[src/rtl/nn_layer_engine.sv]
// Time-multiplexed perceptron layer: one signed MAC shared by N_NEURON neurons of N_IN inputs.
// Parameters and inputs arrive over a byte stream; chained runs feed outputs back as inputs.
module nn_layer_engine #(
  parameter int N_IN     = 4,
  parameter int N_NEURON = 4,
  parameter int DW       = 8,
  parameter int ACC_W    = 20
) (
  input  logic                        clk,
  input  logic                        reset,
  input  logic                        start,
  input  logic [1:0]                  mode,
  input  logic [DW-1:0]               data_in,
  input  logic                        data_valid,
  output logic                        data_ready,
  output logic                        busy,
  output logic                        done,
  input  logic [$clog2(N_NEURON)-1:0] out_sel,
  output logic [DW-1:0]               data_out,
  output logic [N_NEURON-1:0]         fired
);

  localparam int NW   = (N_NEURON > 1) ? $clog2(N_NEURON) : 1;
  localparam int IW   = (N_IN > 1) ? $clog2(N_IN) : 1;
  localparam int KW   = $clog2(N_IN + 2);
  localparam int N_CP = (N_IN < N_NEURON) ? N_IN : N_NEURON;

  localparam logic [KW-1:0] K_BIAS  = KW'(N_IN);
  localparam logic [KW-1:0] K_TH    = KW'(N_IN + 1);
  localparam logic [KW-1:0] K_X_END = KW'(N_IN - 1);
  localparam logic [NW-1:0] N_LAST  = NW'(N_NEURON - 1);
  localparam logic signed [ACC_W-1:0] Y_MAX = ACC_W'(2**DW - 1);

  typedef enum logic [2:0] {
    S_IDLE, S_LOAD_P, S_LOAD_X, S_RUN, S_COPY, S_DONE
  } state_t;

  state_t state, state_next;

  logic signed [DW-1:0] w    [N_NEURON][N_IN];
  logic signed [DW-1:0] bias [N_NEURON];
  logic signed [DW-1:0] th   [N_NEURON];
  logic        [DW-1:0] x    [N_IN];
  logic        [DW-1:0] y    [N_NEURON];

  logic [NW-1:0]            n_cnt;
  logic [KW-1:0]            k_cnt;
  logic [IW-1:0]            k_idx;
  logic signed [ACC_W-1:0]  acc;
  logic take;

  // Handshake: a byte moves on any rising edge where data_valid && data_ready;
  // data_ready is high only in LOAD_P/LOAD_X, so bytes offered elsewhere are dropped.
  assign take  = data_valid && data_ready;
  assign k_idx = k_cnt[IW-1:0];

  logic signed [DW:0]       x_s;
  logic signed [DW-1:0]     w_s;
  logic signed [2*DW:0]     prod;
  logic signed [ACC_W-1:0]  prod_ext, bias_ext, th_ext, acc_base, acc_next, acc_clamp;
  logic reached;

  assign x_s      = {1'b0, x[k_idx]};
  assign w_s      = w[n_cnt][k_idx];
  assign prod     = x_s * w_s;
  assign prod_ext = {{(ACC_W-2*DW-1){prod[2*DW]}}, prod};
  assign bias_ext = {{(ACC_W-DW){bias[n_cnt][DW-1]}}, bias[n_cnt]};
  assign th_ext   = {{(ACC_W-DW){th[n_cnt][DW-1]}}, th[n_cnt]};
  // The first MAC of each neuron starts from the bias instead of the running sum.
  assign acc_base = (k_cnt == '0) ? bias_ext : acc;
  assign acc_next = acc_base + prod_ext;
  assign reached  = (acc >= th_ext);

  always_comb begin
    acc_clamp = acc;
    if (acc < 0)          acc_clamp = '0;
    else if (acc > Y_MAX) acc_clamp = Y_MAX;
  end

  always_ff @(posedge clk or posedge reset) begin
    if (reset) state <= S_IDLE;
    else       state <= state_next;
  end

  always_comb begin
    state_next = state;
    data_ready = 1'b0;
    busy       = 1'b1;
    done       = 1'b0;
    case (state)
      S_IDLE: begin
        busy = 1'b0;
        if (start) begin
          case (mode)
            2'd0:    state_next = S_LOAD_P;
            2'd1:    state_next = S_LOAD_X;
            2'd2:    state_next = S_RUN;
            default: state_next = S_COPY;
          endcase
        end
      end
      S_LOAD_P: begin
        data_ready = 1'b1;
        if (data_valid && n_cnt == N_LAST && k_cnt == K_TH) state_next = S_DONE;
      end
      S_LOAD_X: begin
        data_ready = 1'b1;
        if (data_valid && k_cnt == K_X_END) state_next = S_DONE;
      end
      S_RUN:  if (n_cnt == N_LAST && k_cnt == K_BIAS) state_next = S_DONE;
      S_COPY: state_next = S_RUN;
      S_DONE: begin
        done       = 1'b1;
        state_next = S_IDLE;
      end
      default: state_next = S_IDLE;
    endcase
  end

  always_ff @(posedge clk or posedge reset) begin
    if (reset) begin
      for (int n = 0; n < N_NEURON; n++) begin
        for (int i = 0; i < N_IN; i++) w[n][i] <= '0;
        bias[n] <= '0;
        th[n]   <= '0;
        y[n]    <= '0;
      end
      for (int i = 0; i < N_IN; i++) x[i] <= '0;
      fired <= '0;
      acc   <= '0;
      n_cnt <= '0;
      k_cnt <= '0;
    end else begin
      case (state)
        S_LOAD_P: if (take) begin
          if (k_cnt < K_BIAS)       w[n_cnt][k_idx] <= data_in;
          else if (k_cnt == K_BIAS) bias[n_cnt]     <= data_in;
          else                      th[n_cnt]       <= data_in;
          if (k_cnt == K_TH) begin
            k_cnt <= '0;
            n_cnt <= n_cnt + 1'b1;
          end else begin
            k_cnt <= k_cnt + 1'b1;
          end
        end
        S_LOAD_X: if (take) begin
          x[k_idx] <= data_in;
          k_cnt    <= k_cnt + 1'b1;
        end
        S_COPY: for (int i = 0; i < N_CP; i++) x[i] <= y[i];
        S_RUN: begin
          if (k_cnt == K_BIAS) begin
            fired[n_cnt] <= reached;
            y[n_cnt]     <= reached ? acc_clamp[DW-1:0] : '0;
            k_cnt        <= '0;
            n_cnt        <= n_cnt + 1'b1;
          end else begin
            acc   <= acc_next;
            k_cnt <= k_cnt + 1'b1;
          end
        end
        default: begin
          k_cnt <= '0;
          n_cnt <= '0;
        end
      endcase
    end
  end

  always_comb begin
    data_out = '0;
    if (32'(out_sel) < N_NEURON) data_out = y[out_sel];
  end

endmodule

[config.mk]
export PLATFORM = sky130hd
export DESIGN_NAME = nn_layer_engine
export DESIGN_NICKNAME = d
export VERILOG_FILES = /design/src/rtl/nn_layer_engine.sv
export SDC_FILE = /design/constraint.sdc
export NUM_CORES = 1
export LEC_CHECK = 0
export BUFFER_PORTS_ARGS = -buffer_cell sky130_fd_sc_hd__buf_2
export CORE_UTILIZATION = 57
export CTS_BUF_LIST = sky130_fd_sc_hd__clkbuf_16
export DETAILED_ROUTE_END_ITERATION = 8
export GPL_ROUTABILITY_DRIVEN = 0
export GPL_TIMING_DRIVEN = 1
export PLACE_DENSITY = 0.73
export SLEW_MARGIN = 10
export SYNTH_ARGS = -nofsm -noshare
export SYNTH_HDL_FRONTEND = slang
export SYNTH_SLANG_ARGS = --single-unit
export TNS_END_PERCENT = 100
[constraint.sdc]
create_clock -name clk -period 9.63 [get_ports clk]
set_input_delay 0.963 -clock clk [delete_from_list [all_inputs] [get_ports clk]]
set_output_delay 0.963 -clock clk [all_outputs]
set_load 0.02 [all_outputs]
==> results of run 1 <==
[sequential cells by signal (all words and copies together) (netlist names)]
signal and count:
x 32, w 128, state 3, y 32, th 32, n_cnt 2
acc 20, fired 4, k_cnt 3, bias 32
[final timing paths]
kind                          start       end  cells past startpoint
setup / recovery           n_cnt[1]   acc[19]                     21
hold / removal             bias[30]  bias[30]                      1
setup reg to reg           n_cnt[1]   acc[19]                     21
hold reg to reg            bias[30]  bias[30]                      1
max in group asynchronous     reset     y[15]                      3
min in group asynchronous     reset     w[63]                      2
[Yosys cell counts (3+ instances only)]
master	number
o31ai_1	3
a32o_1	33
nand3_1	11
a21o_1	7
xnor2_1	7
ha_1	92
nor2_1	55
nand2b_1	6
o211ai_1	3
buf_2	7
mux2i_1	43
xor2_1	4
o21bai_1	3
o21ai_0	29
nor2b_1	4
and2_1	37
nor3_1	5
mux4_2	71
or2_2	11
inv_1	78
o21a_1	4
dfrtp_1	288
nand2_1	126
a21oi_1	52
fa_1	52
mux2_2	198
clkbuf_1	50
a211oi_1	6
buf_1	12
a21boi_0	3
[final cells by class]
cell class | instances | share of cell area (%)
sequential | 288 | 39.8
clock buffer | 31 | 4.28
clock inverter | 26 | 1.15
timing repair buffer | 38 | 1.16
inverter | 79 | 1.68
multi-input combinational | 899 | 49.3
tap | 384 | 2.65
[stage by stage]
stage               cells  hold slack (ns)  instance area [sq um]  utilization [%]  setup slack [ns]
floorplan            1338            0.474                  16700                -             0.718
global placement     1688            0.481                  17100             59.5              2.64
detailed placement   1688            0.489                  17100             59.5              2.52
CTS                  1745            0.503                  18100             62.9              2.53
global route         1745            0.514                  18100             62.9              2.11
finish               1745            0.503                  18100             62.9              2.49
[critical path: cells and delay by family, from the launching register on]
kind | cells | cell delay, ns
flops | 1 | 0.73
compound gates | 6 | 1.38
simple gates | 2 | 0.44
mux | 3 | 0.81
fa+ha+maj | 6 | 2.96
buf+inv | 4 | 0.67
[routing by layer]
layer / vias to the layer above / routed length (um) / global-route usage [%]
met5: - / 0 / 0
met2: 325 / 19000 / 45.1
met3: 77 / 1990 / 3.46
met1: 5626 / 17400 / 38.2
met4: 0 / 1150 / 7.23
li1: 4812 / - / -
[cell families after synthesis]
logic type	Yosys count
buf+inv	151
simple gates	268
fa+ha+maj	145
xor+xnor	12
flops	288
compound gates	161
mux	313
==> summary.md, run 1 <==
| Metric | Value |
|---|---|
| Post-synthesis mux area share | `25.6%` |
| Ys async rst share | `100%` |
| Vias in the first global route | `11.2k` |
| Worst EP arrival | `7.60 ns` |
| Seq. cell area | `roughly 7200 sq um` |
| CTS Buf Count | `31` |
| Final ANT Viol Nets | `0` |
| H-Tree Depth | `1` |
| Post-synthesis adder-cell area fraction | `a little over an eighth` |
| Worst-path fanout max | `30` |
| Final period utilization | `between 70% and 80%` |
| Critical Path End Type | `register` |
| Ports | `31` |
| DR WL/cell | `about 23 um` |
| Mapped Nets | `roughly 1.5k` |
| CP max stage cell | `dfrtp_2` |
| Post-Synth Simple-Gate Area | `just over 7%` |
| Post_cts resized | `0` |
| Final wirelength | `a little under 40 mm` |
| Count of cell types in the netlist | `between 50 and 60` |
| Clock skew | `between 0.015 and 0.02 ns` |
| CTS tree | `yes` |
| NumNets Final | `between 1k and 1.5k` |
| DR vias/cell | `a little over 6` |
| Crit Path Class | `reg -> reg` |
| Xor/xnor share of the synthesized area | `less than 1%` |
| Grt total ovfl | `0` |
| Max-Cap Viols | `0` |
| Largest family of logic cells by synthesized area | `multiplexers` |
| Initial Utilization | `58.1%` |
| CP cell instances | `buf_4, mux4_2, mux2i_1, mux2_2, or2_2, fa_1, fa_1, inv_1, fa_1, inv_1, fa_1, inv_1, fa_1, ha_1, o21ai_0, o21bai_1, a21oi_1, o31a_1, o21ai_0, nor2_1, a211o_1` |
| Die Wd | `between 150 and 200 um` |
| Clock Path Buffers | `3` |
| Startpoint Class | `register` |
| Largest net degree at the start of global routing | `between 100 and 150` |
| Setup Viol. Count Final | `0` |
| # fillers | `about 2.2k` |
| DRT Pass-1 Iters | `5` |
| Commonest non-fill, non-tap cell in the layout | `dfrtp_1` |
| Multi-input logic area | `~9000 sq um` |
| Iter 0 DRT Violations | `roughly 940` |
| DRC | `0` |
| CTS Hold Bufs | `0` |
| Syn_area_per_cell | `~12 sq um` |
| # port buffers | `30` |
| DP Wirelength | `27.2 mm` |
| FMAX | `approximately 140 MHz` |
| Die Y | `roughly 170 um` |
| Register bit total from synthesis | `288` |
| Setup Buffers After CTS | `0` |
| CTS clock-pin slew for the worst setup and hold paths | `~0.06 ns` |
| Site Rows | `a little over 60` |
| Die area | `between 30000 and 40000 sq um` |
| Compound-Gate Fraction of Synth Area | `~6.6%` |
| Slew HR | `roughly 33%` |
| Sequential element share of the synthesized area | `43.1%` |
| Synth Warn # | `0` |
| Commonest non-fill, non-tap cells in the layout | `286 x dfrtp_1, 198 x mux2_2, 125 x nand2_1` |
| Final hold vios | `0` |
| Total track usage | `27.2%` |
| Clk_lat worst skew | `~0.59 ns` |
| Setup TNS | `0 ns` |
| CP most frequent cell | `fa_1` |
| Worst Tran Pin Value | `around 1.0 ns` |
| Synth area leaders | `dfrtp_1 43%, mux2_2 13%, mux4_2 9.6%` |
| Vias | `~11k` |
| Share of layout cells above drive strength 1 | `between 20% and 30%` |
| Synthesis-to-finish area growth | `8.35%` |
| Clock Sink Count | `roughly 290` |
| Largest area contributor in the netlist | `dfrtp_1` |
| CP max stage delay | `around 0.73 ns` |
| RSZ-0062 raised after global routing | `no` |
| Ys flop type | `dfrtp_1` |
| Initial antenna violation count | `0` |
| Status | `finished, final reports clean` |
| CP required | `10.09 ns` |
| Share of the synthesized area in the top cell type | `between 40% and 50%` |
| Hold Path Class | `reg -> reg` |
| First-pass GRT wire length | `around 64 mm` |
| Max-slew violation count | `0` |
| Antenna cells | `0` |
| Synth Cell Area | `between 15000 and 20000 sq um` |
| Flop2flop setup slack | `between 2 and 2.5 ns` |
| Post-synth EDFFs | `0` |
| Fin crit period | `slightly above 7 ns` |
| Clk root buf | `clkbuf_16` |
| Mapped Cells | `around 1.3k` |
| Core Box Area | `roughly 29000 sq um` |
Power of run 1 is left out: the tool's default activity adds up to more than one toggle a clock period on the data nets, which glitch-free logic cannot reach.
==> inputs of run 2 (changes only) <==
- PLACE_DENSITY: 0.73 -> 0.76
- clock period: 9.63 -> 6 ns (I/O delays scaled with it)
==> summary.md, run 2 (synthesis results as in run 1) <==
| Metric | Value |
|---|---|
| Flop2flop setup slack | `-0.28 ns` |
| Hold path depth | `1` |
| Iter 0 DRT Violations | `985` |
| Max-slew violation count | `0` |
| DP Wirelength | `~28 mm` |
| NumNets Final | `around 1.6k` |
| H-Tree Depth | `1` |
| Largest register FFs | `128` |
| DR WL/cell | `between 20 and 25 um` |
| Die Wd | `roughly 170 um` |
| Fin crit period | `about 6.3 ns` |
| DR vias/cell | `between 6 and 7` |
| Clk_lat worst skew | `around 0.58 ns` |
| Synthesis-to-finish area growth | `12.4%` |
| Startpoint Class | `register` |
| Site Rows | `between 60 and 70` |
| Final wirelength | `41.2 mm` |
| Grt total ovfl | `0` |
| Worst Tran Pin Value | `approximately 1.0 ns` |
| DRT Pass-1 Iters | `5` |
| RSZ-0062 raised after global routing | `yes` |
| Vias in the first global route | `about 12k` |
| CTS tree | `yes` |
| Status | `finished, violations left` |
| CP required | `approximately 6.5 ns` |
| Die Y | `approximately 170 um` |
| # port buffers | `30` |
| FMAX | `159 MHz` |
| Hold Path Class | `reg -> reg` |
| Final hold vios | `0` |
| Most flop-heavy register | `w` |
| Max-Cap Viols | `0` |
| FF-to-FF Start | `n_cnt[0]` |
| DP Worst Slack | `-0.321 ns` |
| Core Box Area | `around 29000 sq um` |
| Setup TNS | `-1.43 ns` |
| # fillers | `between 2k and 2.5k` |
| Final period utilization | `105%` |
| Final worst slack | `-0.285 ns` |
| CTS Buf Count | `29` |
| DRC | `0` |
| Commonest non-fill, non-tap cell in the layout | `dfrtp_1` |
| Ports | `31` |
| Largest net degree at the start of global routing | `approximately 130` |
| Crit Path Class | `reg -> reg` |
| Antenna cells | `0` |
| Worst-path fanout max | `9` |
| Critical Path End Type | `register` |
| Worst EP arrival | `6.75 ns` |
| Total track usage | `between 20% and 30%` |
| Failing checks | `setup timing` |
| Clock Sink Count | `roughly 290` |
| Reg2Reg Depth | `20` |
| CTS clock-pin slew for the worst setup and hold paths | `0.06 ns` |
| Vias | `around 11k` |
| Commonest non-fill, non-tap cells in the layout | `286 x dfrtp_1, 198 x mux2_2, 122 x nand2_1` |
| Initial Utilization | `a little under 60%` |
| Final ANT Viol Nets | `0` |
| First-pass GRT wire length | `66.2 mm` |
| Clock Path Buffers | `3` |
| Clk root buf | `clkbuf_16` |
| Clock skew | `a little under 0.02 ns` |
| Worst Hold End | `bias[9]` |
| Share of layout cells above drive strength 1 | `between 30 and 40%` |
| Setup Viol. Count Final | `8` |
| Hold Startpoint | `bias[9]` |
| Slew HR | `30.6%` |
| FF-to-FF End | `acc[19]` |
| Initial antenna violation count | `0` |
| Die area | `~30000 sq um` |
## run 2: layout make-up
class / count / area [sq um] / share of cell area, %
Inverter: 79 / 300 / 1.60
Clock buffer: 29 / 726 / 3.86
Timing Repair Buffer: 105 / 836 / 4.45
Sequential cell: 288 / 7210 / 38.4
Tap cell: 384 / 480 / 2.56
Multi-Input combinational cell: 899 / 9050 / 48.2
Clock inverter: 22 / 174 / 0.926
## run 2: critical path: stages, from the launching register on
cell	delay, ns
dfrtp_4	0.52
buf_12	0.17
mux4_2	0.51
mux4_2	0.58
buf_4	0.18
and2_4	0.15
fa_1	0.49
fa_1	0.50
inv_1	0.05
fa_1	0.47
inv_1	0.05
fa_2	0.54
ha_4	0.20
ha_4	0.15
a21o_1	0.18
or4_1	0.49
a21oi_2	0.18
o31a_1	0.22
o21ai_2	0.08
o2111a_1	0.24
a211o_1	0.22
## run 2: worst max path at each step
stage	slack, ns	depth (start not counted)	to	startpoint
2_1_floorplan	-0.25	23	acc[18]	n_cnt[0]
3_3_place_gp	-0.25	21	acc[18]	n_cnt[0]
3_5_place_dp	-0.32	21	acc[18]	n_cnt[0]
4_1_cts	-0.26	21	acc[18]	n_cnt[0]
5_1_grt	-0.46	19	acc[18]	n_cnt[0]
6_report	-0.28	20	acc[19]	n_cnt[0]
## run 2: what timing repair did
action | CTS | global route
buffers inserted | 8 | 8
hold endpoints to repair | 6 | 0
gates cloned | 1 | 0
hold buffers | 1 | 0
gates resized for setup | 10 | 12
setup endpoints to repair | 8 | 10
pin swaps | 4 | 8
## run 2: per-layer routing
layer  track usage [%]  vias to the layer above  part of all wire, %
li1                  -                     4932                    -
met1              39.1                     5801                   42
met2              45.6                      401                   47
met3              3.62                      147                  5.6
met4              12.8                        0                  5.0
met5                 0                        -                    0
## run 2: per-stage QoR
stage / std cells / utilization, % / hold WS [ns] / cell area (sq um)
final: 1806 / 65.3 / 0.500 / 18800
after global routing: 1806 / 65.3 / 0.508 / 18800
after CTS: 1799 / 65.0 / 0.493 / 18700
after detailed placement: 1738 / 61.4 / 0.488 / 17700
after global placement: 1738 / 61.4 / 0.482 / 17700
after floorplan: 1338 / - / 0.474 / 16800
Power of run 2 is left out for the same reason.
